**src/rtl/rnn_mem_arbiter.sv**
```systemverilog
`default_nettype none
// ============================================================================
// Module   : rnn_mem_arbiter
// Purpose  : Arbitrates the shared parameter/result memory port between the
//            host loader and the RNN core. The host loads data over req/ack.
//            A run request pulses core_ready. The core then owns the port
//            exclusively until core_busy falls. A start timeout sets a sticky
//            error flag.
// Revision : 1.0 - initial release
// ============================================================================
module rnn_mem_arbiter #(
  parameter int AW       = 17,
  parameter int DW       = 20,
  parameter int SW       = 3,
  parameter int HOST_MAX = 64,
  parameter int START_TO = 4,
  parameter int CNT_W    = 16
) (
  input  logic             clk,
  input  logic             reset,
  input  logic             run_req,
  output logic             run_done,
  output logic             run_err,
  input  logic             host_req,
  input  logic [SW-1:0]    host_msel,
  input  logic [AW-1:0]    host_maddr,
  input  logic [DW-1:0]    host_wdata,
  output logic             host_ack,
  output logic             host_rvalid,
  output logic [DW-1:0]    host_rdata,
  output logic [CNT_W-1:0] host_wait_cnt,
  output logic             core_ready,
  input  logic             core_busy,
  input  logic             core_mce,
  input  logic [SW-1:0]    core_msel,
  input  logic [AW-1:0]    core_maddr,
  input  logic [DW-1:0]    core_mdata_w,
  output logic [DW-1:0]    core_mdata_r,
  output logic             mem_ce,
  output logic [SW-1:0]    mem_msel,
  output logic [AW-1:0]    mem_maddr,
  output logic [DW-1:0]    mem_wdata,
  input  logic [DW-1:0]    mem_rdata,
  output logic [1:0]       arb_state
);

  localparam logic [SW-1:0] c_MSEL_WRITE = SW'(3'b101);
  localparam logic [SW-1:0] c_MSEL_IDLE  = SW'(3'b100);
  localparam int            c_BW         = $clog2(HOST_MAX + 1);
  localparam int            c_TW         = $clog2(START_TO + 1);

  typedef enum logic [1:0] {
    ST_IDLE  = 2'd0,
    ST_HOST  = 2'd1,
    ST_START = 2'd2,
    ST_CORE  = 2'd3
  } state_t;

  state_t           r_state;
  logic             r_core_ready;
  logic             r_err;
  logic             r_run_prio;   // a forced burst exit lets the run win the next IDLE
  logic [c_BW-1:0]  r_burst;
  logic [c_TW-1:0]  r_tmo;        // cycles since the core_ready pulse
  logic             r_seen_busy;
  logic             r_busy_d;
  logic             r_rvalid;
  logic [CNT_W-1:0] r_wait;

  logic w_host_ack;
  logic w_burst_hit;
  logic w_run_fall;

  assign w_host_ack  = (r_state == ST_HOST) && host_req;
  assign w_burst_hit = w_host_ack && ((int'(r_burst) + 1) >= HOST_MAX);
  assign w_run_fall  = (r_state == ST_CORE) && r_busy_d && !core_busy;

  assign host_ack      = w_host_ack;
  assign host_rvalid   = r_rvalid;
  assign host_rdata    = r_rvalid ? mem_rdata : '0;
  assign host_wait_cnt = r_wait;
  assign core_ready    = r_core_ready;
  assign core_mdata_r  = mem_rdata;
  assign run_done      = w_run_fall;
  assign run_err       = r_err;
  assign arb_state     = r_state;

  // Arbitration state machine with registered start pulse and error flag
  always_ff @(posedge clk or negedge reset) begin
    if (!reset) begin
      r_state      <= ST_IDLE;
      r_core_ready <= 1'b0;
      r_err        <= 1'b0;
      r_run_prio   <= 1'b0;
      r_burst      <= '0;
      r_tmo        <= '0;
      r_seen_busy  <= 1'b0;
    end else begin
      r_core_ready <= 1'b0;
      case (r_state)
        ST_IDLE: begin
          r_burst <= '0;
          if (host_req && !(r_run_prio && run_req)) begin
            r_state    <= ST_HOST;
            r_run_prio <= 1'b0;
          end else if (run_req) begin
            r_state      <= ST_START;
            r_core_ready <= 1'b1;
            r_run_prio   <= 1'b0;
          end
        end
        ST_HOST: begin
          if (w_host_ack && (int'(r_burst) < HOST_MAX)) begin
            r_burst <= r_burst + c_BW'(1);
          end
          if (!host_req) begin
            r_state <= ST_IDLE;
            r_burst <= '0;
          end else if (run_req && w_burst_hit) begin
            r_state    <= ST_IDLE;
            r_burst    <= '0;
            r_run_prio <= 1'b1;
          end
        end
        ST_START: begin
          r_state     <= ST_CORE;
          r_tmo       <= c_TW'(1);
          r_seen_busy <= 1'b0;
        end
        ST_CORE: begin
          if (core_busy) begin
            r_seen_busy <= 1'b1;
          end
          if (int'(r_tmo) < START_TO) begin
            r_tmo <= r_tmo + c_TW'(1);
          end
          if (w_run_fall) begin
            r_state <= ST_IDLE;
          end else if (!r_seen_busy && !core_busy && (int'(r_tmo) >= START_TO)) begin
            r_err   <= 1'b1;
            r_state <= ST_IDLE;
          end
        end
        default: r_state <= ST_IDLE;
      endcase
    end
  end

  // Delayed core_busy for falling-edge detection
  always_ff @(posedge clk or negedge reset) begin
    if (!reset) begin
      r_busy_d <= 1'b0;
    end else begin
      r_busy_d <= core_busy;
    end
  end

  // Read-data valid follows an acked non-write host access by one cycle
  always_ff @(posedge clk or negedge reset) begin
    if (!reset) begin
      r_rvalid <= 1'b0;
    end else begin
      r_rvalid <= w_host_ack && (host_msel != c_MSEL_WRITE);
    end
  end

  // Saturating count of cycles the host waits without an ack
  always_ff @(posedge clk or negedge reset) begin
    if (!reset) begin
      r_wait <= '0;
    end else if (w_host_ack) begin
      r_wait <= '0;
    end else if (host_req && (r_wait != {CNT_W{1'b1}})) begin
      r_wait <= r_wait + CNT_W'(1);
    end
  end

  // Memory port mux: host or core fields pass straight through; idle otherwise
  always_comb begin
    mem_ce    = 1'b0;
    mem_msel  = c_MSEL_IDLE;
    mem_maddr = '0;
    mem_wdata = '0;
    case (r_state)
      ST_HOST: begin
        mem_ce    = host_req;
        mem_msel  = host_msel;
        mem_maddr = host_maddr;
        mem_wdata = host_wdata;
      end
      ST_CORE: begin
        mem_ce    = core_mce;
        mem_msel  = core_msel;
        mem_maddr = core_maddr;
        mem_wdata = core_mdata_w;
      end
      default: ;
    endcase
  end

endmodule
`default_nettype wire

```
**config.mk**
```make
export PLATFORM = sky130hd
export DESIGN_NAME = rnn_mem_arbiter
export DESIGN_NICKNAME = d
export VERILOG_FILES = /design/src/rtl/rnn_mem_arbiter.sv
export SDC_FILE = /design/constraint.sdc
export NUM_CORES = 1
export LEC_CHECK = 0
export ABC_AREA = 0
export CELL_PAD_IN_SITES_DETAIL_PLACEMENT = 1
export CELL_PAD_IN_SITES_GLOBAL_PLACEMENT = 2
export CORE_MARGIN = 1
export CORE_UTILIZATION = 18
export CTS_BUF_LIST = sky130_fd_sc_hd__clkbuf_2 sky130_fd_sc_hd__clkbuf_4 sky130_fd_sc_hd__clkbuf_8
export CTS_CLUSTER_SIZE = 16
export DETAILED_ROUTE_END_ITERATION = 16
export PLACE_DENSITY_LB_ADDON = 0.1
export SETUP_SLACK_MARGIN = 0.2
export SLEW_MARGIN = 30
export SYNTH_ARGS = -nofsm -noshare
export SYNTH_HDL_FRONTEND = slang
export SYNTH_SLANG_ARGS = --single-unit
```
**constraint.sdc**
```tcl
create_clock -name clk -period 2.3 [get_ports clk]
set_input_delay 0.46 -clock clk [delete_from_list [all_inputs] [get_ports clk]]
set_output_delay 0.46 -clock clk [all_outputs]
set_load 0.05 [all_outputs]
```
==> run_results.csv, run 1 <==
group,metric,value,unit
synth,yosys.cell_types.count,43,
setup_path,cp_slowest_cell,"clkdlybuf4s50_1",
sta,setup_violations,0,
setup_path,worst-setup-path-type,"reg2out",
synth,synthMuxAreaShare,15.4,%
place,place_congestion,0.729,
cts,cts_tree,"built",
synth,async_reset_ff_share,100,%
power,p_leak,2.66,nW
setup_path,worstRegToRegCells,6,
place,placed_cells,697,
setup_path,r2r-start,"host_wait_cnt[0]$_DFFE_PN0P_",
setup_path,cp_top_family,"buffers and inverters",
layout,nets,628,
sta,worst_slew_pin_slew,559,ps
cts,insertion_delay,290,ps
layout,regArea,856,um2
die,placementRows,45,
synth,synth_seq_cells,34,
setup_path,ff2ff_setup_slack,380,ps
worst_hold_path,hold_path_startpoint,"run_err$_DFFE_PN0P_",
die,design.portCount,210,
synth,yosysSeqAreaShare,30.4,%
layout,fillCellCount,1643,
sta,finalCritPeriodShare,88.3,%
detailed_routing,drtIter0Drc,95,
synth,syn_avg_cell_area,8.63,um2
global_routing,antenna_found_initial,1,
synth,synth_top_family_by_area,"simple AND/OR/NAND/NOR gates",
setup_path,crit_path_max_incr_delay,840,ps
cts,cts_sinks,34,
worst_hold_path,hp-class,"reg2reg",
layout,synthToLayoutAreaGrowth,126,%
synth,synth_compound_area_share,12.8,%
sta,relSlewSlack,62.6,%
synth,ys_warn_count,0,
cts,cts_buffers,5,
synth,syn_inst,324,
layout,multiInputGateArea,2000,um2
sta,fmax,493,MHz
sta,hold_viol_final,0,
sta,tns,0,ps
worst_hold_path,hold_depth,1,
detailed_routing,wl_per_cell,16.4,um
die,die_y,127,um
die,initial_utilization,18.4,%
synth,synth_fa_ha_area_share,1.79,%
setup_path,worstSetupStartpoint,"host_wait_cnt[10]$_DFFE_PN0P_",
synth,synth.most_common_cell,"nor2b_1",
detailed_routing,firstDrtPassIters,4,
synth,yosys.area.top_type,"dfrtp_1",
detailed_routing,vias_per_cell,4.40,
global_routing,grt_pass1_wl,18100,um
setup_path,r2r_end,"host_wait_cnt[0]$_DFFE_PN0P_",
global_routing,grt_pass1_vias,3340,
worst_hold_path,hold_path_end,"run_err$_DFFE_PN0P_",
power,irDropWorstVdd,0.598,mV
layout,drive_gt1_share,32.0,%
detailed_routing,drt.antenna.violating_nets,0,
outcome,status,"completed",
cts,path_clk_slew,70,ps
place,io_buffers,209,
global_routing,track_usage,14.4,%
power,power_density,1130,nW/um2
cts,cts_buffer_depth,2,
detailed_routing,vias,3115,
setup_path,arrival,1570,ps
detailed_routing,remaining_drc_errors,0,
die,coreArea,15200,um2
sta,rsz0062_at_grt,"false",
setup_path,end_kind,"output port",
global_routing,grt_start_max_net_pins,48,
synth,synth_edf_count,0,
sta,min_period,2030,ps
setup_path,crit_path_cell_trace,"clkdlybuf4s50_1",
job,drv_cap,0,
synth,synth_common_cells,"nor2b_1 (43), mux2i_1 (42), dfrtp_1 (34)",
synth,netlist.area_leader.share,30.4,%
cts,cts_htree_levels,2,
synth,synth_flop_cell,"dfrtp_1",
cts,root_buffer,"clkbuf_8",
global_routing,grt-ovfl-total,0,
synth,ys_top_cells_by_area,"dfrtp_1 (30%), mux2i_1 (15%), nor2b_1 (9.6%), buf_4 (5.6%), and2_1 (4.5%)",
place,hpwl,9490,um
synth,synthSimpleGateAreaFrac,28.1,%
detailed_routing,wl,11600,um
synth,synth-xor-area-share,2.51,%
die,die_area,16000,um2
synth,syn_area,2800,um2
sta,finalClockSkew,6.36,ps
die,die-width,127,um
synth,syn_nets,434,
setup_path,crit_fanout,5,
sta,timing.final.max_slew_violations,0,
setup_path,critPathBufInv,1,
setup_path,critPathLaunchType,"flip-flop",
setup_path,cp.required,1840,ps
layout,final_cells,708,
layout by cell type (no fill, tap or decap), types with 4 or more instances in the layout:
master and count:
o21ai_0 12, a22o_1 4, inv_1 7, nand2_1 18
mux2i_1 42, xnor2_1 4, a21oi_1 12, nor2b_4 39
ha_1 4, and2_1 20, dfrtp_1 30, a31oi_1 5
clkbuf_8 6, dfrtp_2 4, buf_12 87, clkdlybuf4s50_1 121
xor2_1 4, nor3_1 6, nor2_1 23, nand2b_1 4
buf_4 10, or3_1 5, nand3_1 8
metal layers:
layer  wire (um)  track usage [%]
met5           0                0
met1        4370             15.6
met2        6260             27.0
met4         140             3.97
met3         833             4.30
power breakdown:
group	internal, mW	switching (mW)
clock network	0.254	0.225
registers	0.721	0.144
logic	2.77	3.03
cell families after synthesis:
logic type	after synthesis
AO/OA/AOI/OAI	51
multiplexers	43
XOR/XNOR	8
buffers and inverters	44
flip-flops	34
AND/OR/NAND/NOR	140
adder cells (fa/ha/maj)	4
flip-flops by register name, indices dropped and copies added, names as in the netlist:
name	count
arb_state	2
core_ready	1
host_rvalid	1
host_wait_cnt	16
r_burst	7
r_busy_d	1
r_run_prio	1
r_seen_busy	1
r_tmo	3
run_err	1
per-stage QoR:
step | instance area [um2] | hold WS [ps] | utilization (%) | worst slack (ps) | power (mW)
2_1_floorplan | 3100 | 164 | - | 218 | 4.12
3_3_place_gp | 6170 | 462 | 40.6 | 182 | 6.66
3_5_place_dp | 6170 | 463 | 40.6 | 106 | 6.70
4_1_cts | 6270 | 480 | 41.2 | 210 | 7.22
5_1_grt | 6310 | 531 | 41.5 | 201 | 7.51
6_report | 6310 | 471 | 41.5 | 270 | 7.15
timing repair:
item	CTS	global route
gates resized for setup	0	5
endpoints found under the setup margin	1	31
pin swaps	0	1
hold buffers	0	0
endpoints found under the hold margin	0	0
cloned	0	1
setup buffers	1	0
cell type report:
| type | count | share of cell area (%) |
|---|---|---|
| antenna | 1 | 0.0397 |
| clock buffer | 7 | 1.43 |
| clock inverter | 1 | 0.0793 |
| inverter | 9 | 0.535 |
| multi-input combinational | 246 | 31.6 |
| sequential | 34 | 13.6 |
| tap | 188 | 3.73 |
| timing repair buffer | 222 | 49.0 |
worst max path at each step:
stage | endpoint | slack, ps | cells past startpoint
2_1_floorplan | mem_msel[2] | 220 | 4
3_3_place_gp | host_wait_cnt[11]$_DFFE_PN0P_ | 180 | 6
3_5_place_dp | host_wait_cnt[15]$_DFFE_PN0P_ | 110 | 6
4_1_cts | host_ack | 210 | 5
5_1_grt | mem_wdata[18] | 200 | 4
6_report | host_wait_cnt[10] | 270 | 1
No activity file was read; power rests on OpenSTA's default activity.
==> inputs of run 2 (changes only) <==
PLACE_DENSITY = 0.84   (was default)
PLACE_DENSITY_LB_ADDON = default   (was 0.1)
==> run_results.csv, run 2 (synthesis gave the netlist of run 1 again) <==
group,metric,value,unit
sta,hold_viol_final,0,
worst_hold_path,hold_depth,1,
setup_path,r2r-start,"arb_state[1]$_DFFE_PN0P_",
setup_path,end_kind,"output port",
layout,nets,626,
die,die_y,127,um
setup_path,r2r_end,"host_wait_cnt[15]$_DFFE_PN0P_",
setup_path,crit_path_cell_trace,"clkdlybuf4s50_1",
outcome,status,"completed",
detailed_routing,wl,10700,um
setup_path,cp.required,1840,ps
die,coreArea,15200,um2
power,p_leak,2.64,nW
setup_path,worstRegToRegCells,6,
worst_hold_path,hold_path_startpoint,"run_err$_DFFE_PN0P_",
sta,fmax,487,MHz
cts,cts_htree_levels,2,
sta,rsz0062_at_grt,"true",
detailed_routing,wl_per_cell,15.2,um
die,die_area,16000,um2
worst_hold_path,hold_path_end,"run_err$_DFFE_PN0P_",
detailed_routing,vias_per_cell,4.42,
setup_path,ff2ff_setup_slack,380,ps
cts,cts_buffer_depth,2,
layout,final_common_cell,"clkdlybuf4s50_1",
cts,cts_hold_buf,0,
global_routing,grt_pass1_wl,17600,um
setup_path,worst-setup-path-type,"reg2out",
setup_path,arrival,1590,ps
layout,largest_reg_flops,16,
die,initial_utilization,18.4,%
global_routing,grt-ovfl-total,0,
setup_path,cp_slowest_cell,"clkdlybuf4s50_1",
sta,relSlewSlack,63.8,%
place,hpwl,8910,um
setup_path,critPathBufInv,1,
power,power_density,1140,nW/um2
layout,drive_gt1_share,32.1,%
detailed_routing,vias,3118,
setup_path,critPathLaunchType,"flip-flop",
sta,timing.final.max_slew_violations,0,
die,placementRows,45,
global_routing,grt_pass1_vias,3406,
detailed_routing,firstDrtPassIters,4,
cts,cts_buffers,5,
place,placed_cells,695,
setup_path,crit_path_max_incr_delay,850,ps
global_routing,track_usage,13.5,%
cts,insertion_delay,280,ps
power,irDropWorstVdd,0.578,mV
global_routing,antenna_found_initial,0,
setup_path,crit_fanout,6,
layout,final_cells,705,
sta,min_period,2050,ps
detailed_routing,drt.antenna.violating_nets,0,
die,die-width,127,um
layout,antenna_cells,0,
setup_path,cp_top_family,"buffers and inverters",
place,place_congestion,0.746,
cts,cts_tree,"built",
layout,synthToLayoutAreaGrowth,125,%
sta,finalCritPeriodShare,89.3,%
sta,setup_violations,0,
cts,path_clk_slew,70,ps
layout,layout_common_cells,"clkdlybuf4s50_1 (121), buf_12 (88), mux2i_1 (41)",
sta,finalClockSkew,3.98,ps
layout,fillCellCount,1629,
global_routing,grt_start_max_net_pins,52,
sta,worst_slew_pin_slew,541,ps
detailed_routing,drtIter0Drc,61,
cts,root_buffer,"clkbuf_8",
sta,tns,0,ps
die,design.portCount,210,
job,drv_cap,0,
cts,cts_sinks,34,
detailed_routing,remaining_drc_errors,0,
place,io_buffers,209,
worst_hold_path,hp-class,"reg2reg",
setup_path,crit_cells,1,
==> run 2: worst max path at each step <==
stage / start / end / slack (ps)
floorplan: arb_state[1]$_DFFE_PN0P_ / mem_msel[2] / 220
global placement: host_req / host_wait_cnt[15]$_DFFE_PN0P_ / 160
detailed placement: host_req / host_wait_cnt[15]$_DFFE_PN0P_ / 90
CTS: host_wait_cnt[7]$_DFFE_PN0P_ / host_wait_cnt[7] / 200
global route: arb_state[1]$_DFFE_PN0P_ / host_ack / 200
finish: host_wait_cnt[6]$_DFFE_PN0P_ / host_wait_cnt[6] / 250
==> run 2: cell type report <==
class                           count  area [um2]  share of cell area [%]
Clock buffer                        7        90.1                    1.43
Sequential cell                    34         856                    13.6
Clock inverter                      1        5.00                  0.0796
Multi-Input combinational cell    246        2000                    31.8
Timing Repair Buffer              220        3070                    48.8
Tap cell                          188         235                    3.74
Inverter                            9        33.8                   0.537
==> run 2: power by group <==
part | total [mW] | switching, mW | leakage (nW) | internal (mW)
registers | 0.885 | 0.163 | 0.447 | 0.721
logic | 5.78 | 3.00 | 2.14 | 2.78
clock network | 0.473 | 0.220 | 0.0517 | 0.254
==> run 2: stage by stage <==
stage               hold slack, ps  power (mW)  instance area [um2]  utilization [%]  setup slack, ps
finish                         495        7.14                 6290             41.4              245
global route                   503        7.46                 6290             41.4              195
CTS                            499        7.21                 6270             41.3              202
detailed placement             478        6.69                 6160             40.5             90.5
global placement               460        6.60                 6160             40.5              163
floorplan                      164        4.12                 3100                -              218
==> run 2: repair_timing <==
action,4_1_cts,5_1_grt
cloned,0,0
hold endpoints to repair,0,0
endpoints found under the setup margin,37,11
pin swaps,0,1
resized for setup,0,5
setup buffers,2,0
==> run 2: layer usage <==
| metal | routed length [um] | global-route usage, % |
|---|---|---|
| met1 | 3950 | 14.8 |
| met2 | 5870 | 25.7 |
| met3 | 789 | 3.63 |
| met4 | 110 | 2.69 |
| met5 | 0 | 0 |
==> inputs of run 3 (changes only) <==
CAP_MARGIN = 20   (was default)
==> results of run 3 <==
Same layout as run 2: the final DEF is identical, and so are final timing and power.
